### src/rtl/pc_sequencer_pkg.sv
// Shared definitions for the fetch PC sequencer: redirect op codes,
// FSM state encoding and the default reset and exception addresses.
package pc_sequencer_pkg;

  // Redirect request kinds issued by the D stage
  typedef enum logic [1:0] {
    REDIR_BR  = 2'b00,  // conditional branch, PC-relative
    REDIR_J   = 2'b01,  // j / jal, region-absolute
    REDIR_JR  = 2'b10,  // jr / jalr, register target
    REDIR_RSV = 2'b11   // reserved, never redirects
  } redir_op_e;

  // Sequencer states; pend and flush are decoded directly from these
  typedef enum logic [1:0] {
    ST_RUN   = 2'b00,   // normal fetch, no buffered redirect
    ST_HOLD  = 2'b01,   // redirect buffered while stalled
    ST_FLUSH = 2'b10    // one cycle after exception entry or eret
  } seq_state_e;

  localparam logic [31:0] RESET_PC = 32'h0000_3000;
  localparam logic [31:0] EXC_VEC  = 32'h0000_4180;

endpackage

### src/rtl/pc_target_calc.sv
// Combinational redirect target computation. All arithmetic wraps
// modulo 2^32, and the low two bits are passed through untouched so a
// misaligned target reaches fetch and faults there.
module pc_target_calc (
  input  logic [1:0]  redir_op,
  input  logic [31:0] redir_pc,
  input  logic [25:0] imm26,
  input  logic [31:0] ra,
  output logic [31:0] target,
  output logic        target_vld
);
  import pc_sequencer_pkg::*;

  // Select the target for the requested transfer kind
  always_comb begin
    // NOTE: every output gets a default first so no path leaves it unassigned,
    // which would otherwise infer a latch.
    target     = '0;
    target_vld = 1'b0;
    case (redir_op)
      REDIR_BR: begin
        target     = redir_pc + 32'd4 + {{14{imm26[15]}}, imm26[15:0], 2'b00};
        target_vld = 1'b1;
      end
      REDIR_J: begin
        target     = {redir_pc[31:28], imm26, 2'b00};
        target_vld = 1'b1;
      end
      REDIR_JR: begin
        target     = ra;
        target_vld = 1'b1;
      end
      default: begin
        target     = '0;
        target_vld = 1'b0;
      end
    endcase
  end

endmodule

### src/rtl/pc_sequencer.sv
// Fetch PC owner. Applies exception entry, eret return, stall hold,
// buffered and direct redirects, and sequential fetch in strict priority.
// pc, epc and the state register are the only state; pend and flush are
// decoded from the state flop, so no input reaches them combinationally.
module pc_sequencer #(
  parameter logic [31:0] RESET_PC = pc_sequencer_pkg::RESET_PC,
  parameter logic [31:0] EXC_VEC  = pc_sequencer_pkg::EXC_VEC
) (
  input  logic        clk,
  input  logic        reset,
  input  logic        stall,
  input  logic        redir_vld,
  input  logic [1:0]  redir_op,
  input  logic [31:0] redir_pc,
  input  logic [25:0] imm26,
  input  logic [31:0] ra,
  input  logic        exc_req,
  input  logic [31:0] exc_pc,
  input  logic        exc_bd,
  input  logic        eret_req,
  output logic [31:0] pc,
  output logic [31:0] pc4,
  output logic        flush,
  output logic [31:0] epc,
  output logic        pend
);
  import pc_sequencer_pkg::*;

  seq_state_e  state;
  logic [31:0] pend_pc;
  logic [31:0] target;
  logic        target_vld;

  pc_target_calc u_target (
    .redir_op   (redir_op),
    .redir_pc   (redir_pc),
    .imm26      (imm26),
    .ra         (ra),
    .target     (target),
    .target_vld (target_vld)
  );

  assign pc4   = pc + 32'd4;
  assign pend  = (state == ST_HOLD);
  assign flush = (state == ST_FLUSH);

  // Sequencer FSM and PC/EPC/buffer registers with the full update priority
  always_ff @(posedge clk) begin
    // NOTE: sequential state uses non-blocking assignments so every register
    // samples the pre-edge values and evaluation order does not matter.
    if (!reset) begin
      state   <= ST_RUN;
      pc      <= RESET_PC;
      epc     <= '0;
      pend_pc <= '0;
    end else if (exc_req) begin
      pc    <= EXC_VEC;
      epc   <= exc_bd ? (exc_pc - 32'd4) : exc_pc;
      state <= ST_FLUSH;
    end else if (eret_req) begin
      pc    <= epc;
      state <= ST_FLUSH;
    end else if (stall) begin
      // pc holds; only the first redirect seen during a stall is kept
      if (redir_vld && target_vld && !pend) begin
        pend_pc <= target;
        state   <= ST_HOLD;
      end else if (!pend) begin
        state <= ST_RUN;
      end
    end else if (pend) begin
      // Buffered redirect wins over anything arriving this cycle
      pc    <= pend_pc;
      state <= ST_RUN;
    end else if (redir_vld && target_vld) begin
      pc    <= target;
      state <= ST_RUN;
    end else begin
      pc    <= pc + 32'd4;
      state <= ST_RUN;
    end
  end

endmodule

### config.mk
export PLATFORM = sky130hd
export DESIGN_NAME = pc_sequencer
export DESIGN_NICKNAME = d
export VERILOG_FILES = /design/src/rtl/pc_sequencer_pkg.sv /design/src/rtl/pc_target_calc.sv /design/src/rtl/pc_sequencer.sv
export SDC_FILE = /design/constraint.sdc
export NUM_CORES = 1
export LEC_CHECK = 0
export CAP_MARGIN = 20
export CORE_AREA = 2 2 115 162
export DETAILED_ROUTE_END_ITERATION = 16
export DIE_AREA = 0 0 117 164
export GPL_TIMING_DRIVEN = 0
export PLACE_DENSITY = 0.76
export SYNTH_ARGS = -nofsm -noshare
export SYNTH_HDL_FRONTEND = slang
export SYNTH_SLANG_ARGS = --single-unit
### constraint.sdc
create_clock -name clk -period 10 [get_ports clk]
set_input_delay 2 -clock clk [delete_from_list [all_inputs] [get_ports clk]]
set_output_delay 2 -clock clk [all_outputs]
set_load 0.02 [all_outputs]
==> results.json <==
{
  "run_status": "finished, final reports clean",
  "crit_family": "compound AO/OA/AOI/OAI gates",
  "dr.pass1.iters": 6,
  "cts_buffers": 9,
  "finalClockSkew_ps": 7.64,
  "dieArea_um2": 19200,
  "synth_fp_nets": 1250,
  "final_layout_size_suffix_gt1_share_pct": 3.38,
  "dp_hpwl_um": 24900,
  "slew_violations": 0,
  "synth-seq-area-share_pct": 24.9,
  "fin_setup_tns_ps": 0,
  "rows": 58,
  "stdcell_count": 1541,
  "max_slew_margin_pct": 36.9,
  "die_w_um": 117,
  "post_cts.repair.setup_buffers": 0,
  "clk_pin_slew_ps": 70,
  "crit_type": "input port to flip-flop",
  "placedCellCount": 1525,
  "yosysWarnings": 0,
  "worstSetupStartpointType": "input port",
  "min_period_ps": 5710,
  "postCtsHoldBufs": 0,
  "synth_ff_type": "dfxtp_1",
  "worst-path-buf-inv": 2,
  "port_buffers": 226,
  "whs_ps": 461,
  "grt_pass1_vias": 8770,
  "root_buffer": "clkbuf_16",
  "cp.required_ps": 10230,
  "setup_violations": 0,
  "ios": 229,
  "ant_nets": 0,
  "die_h_um": 164,
  "final_common_cell": "clkdlybuf4s50_1",
  "tightest_slew_ps": 942,
  "power_density_nw_per_um2": 117,
  "avgSynthCellArea_um2": 7.45,
  "drc": 0,
  "synth_seq_cells": 98,
  "avgViaCountPerCell": 5.91,
  "max_stage_delay_ps": 940,
  "grt_start_max_net_pins": 18,
  "start_util_pct": 44.4,
  "cts_max_level": 3,
  "core_area_um2": 17800,
  "cts_tree": "yes",
  "syn_inst": 1059,
  "place_congestion": 0.968,
  "fmax_mhz": 175,
  "n_antenna_cell": 0,
  "holdCritPathClass": "flip-flop to flip-flop",
  "synth_edf_count": 0,
  "cts_sinks": 98,
  "final_cell_mix": "226 x clkdlybuf4s50_1, 137 x nor2_1, 110 x a21oi_1",
  "arrival_ps": 5930,
  "crit_path_top_delay_cell": "clkdlybuf4s50_1",
  "rsz0062_at_grt": "no",
  "antenna_found_initial": 0,
  "avgRoutedWirePerCell_um": 20.0,
  "nets": 1487,
  "cp-end-kind": "flip-flop",
  "overflow": 0,
  "p_leak_uw": 0.00411,
  "ir_worst_vdd_v": 0.0000852,
  "cp_cell_sequence": "clkdlybuf4s50_1 -> ha_1 -> ha_1 -> clkbuf_1 -> o21ai_0 -> o21bai_1 -> a211oi_1 -> o21ai_0 -> o21ba_2 -> a21boi_0 -> mux2i_1 -> nor3b_1 -> o22ai_1",
  "synthToLayoutAreaGrowth_pct": 36.7,
  "async_reset_ff_share_pct": 0,
  "grt_pass1_wl_um": 46200,
  "max-cap-violations": 0,
  "dpl_cell_area_um2": 10500,
  "synth_cell_types": 72,
  "cts_resized": 0,
  "vias": 9103,
  "wl_um": 30900,
  "syn-cell-area_um2": 7890,
  "crit_fanout": 16,
  "track_usage_pct": 31.1,
  "hold_viol_final": 0,
  "design_area_um2": 10800,
  "clockBufferDepth": 2,
  "drtIter0Drc": 831,
  "fin_crit_sh_pct": 57.1,
  "clk_latency_ps": 350
}
-- final timing paths --
kind / slack [ps] / cells past startpoint / to / startpoint
worst max-delay path: 4290 / 13 / pc[31] / imm26[15]
worst min-delay path: 460 / 2 / pend_pc[0] / pend_pc[0]
worst max register to register: 7240 / 11 / pc[25] / pc[4]
worst min register to register: 460 / 2 / pend_pc[0] / pend_pc[0]
-- kinds of logic (layout without fill, tap and decap cells) --
group	count (synthesis)	count (layout)	share of synthesized area, %
AO/OA/AOI/OAI	374	374	29.9
AND/OR/NAND/NOR	352	352	21.3
flip-flops	98	98	24.9
buffers and inverters	93	335	4.95
XOR/XNOR	66	66	7.33
adder cells (fa/ha/maj)	60	60	9.61
multiplexers	16	16	2.06
-- cell usage after synthesis, types with 8 or more instances --
cell type  number  area (um2)
and3_1         14        87.6
o22ai_1         8        50.1
a21o_1         11        82.6
nand3_1        23         115
ha_1           59         738
nor2b_1         9        56.3
o211ai_1       13        97.6
a211oi_1       36         270
xnor2_1        45         394
inv_1          24        90.1
a22oi_1        13        97.6
mux2i_1        14         140
a311oi_1        9        78.8
or3_1          11        68.8
xor2_1         21         184
clkbuf_1       56         210
a21oi_1       110         551
a31oi_1         8        50.1
dfxtp_1        98        1960
nor2_1        137         514
nand4_1        11        68.8
o21ai_0        97         485
nand2_1        83         312
nor3_1         18        90.1
-- layout make-up --
type / instances / area (um2)
buffer: 68 / 297
clock buffer: 10 / 239
clock inverter: 6 / 96.3
fill: 1677 / 6990
inverter: 25 / 93.8
multi-input combinational: 868 / 5540
sequential: 98 / 1960
tap: 240 / 300
timing repair buffer: 226 / 2260
-- report_power, final --
group	total (uW)	internal [uW]	leakage, uW	switching (uW)
Combinational	438	191	0.00315	247
Sequential	431	410	0.000804	21.4
Clock	395	230	0.000162	165
Total	1260	830	0.00411	434
-- metrics by stage --
step	util, %	worst slack [ps]	power, uW
2_1_floorplan	-	5320	681
3_3_place_gp	58.8	3990	865
3_5_place_dp	58.8	3990	867
4_1_cts	60.7	4340	1250
5_1_grt	60.7	4030	1310
6_report	60.7	4290	1260
-- state kept, by name (all words and copies together) (netlist names), named ones only --
register / count
epc: 32
pend_pc: 32
pc: 30
state: 2
-- worst reg2reg max path: cells and delay by family, from the launching register on --
kind | cells | cell delay, ps
DFF | 1 | 460
and+or+nand+nor | 5 | 940
AOI/OAI and AO/OA | 3 | 410
buffers and inverters | 2 | 610
xor gates and xnor gates | 1 | 280
-- layer usage --
layer / global-route usage [%] / wire length, um
met1: 36.0 / 12100
met2: 55.9 / 15300
met3: 3.54 / 1970
met4: 15.3 / 1500
met5: 0 / 0
(Power assumes the default switching activity.)
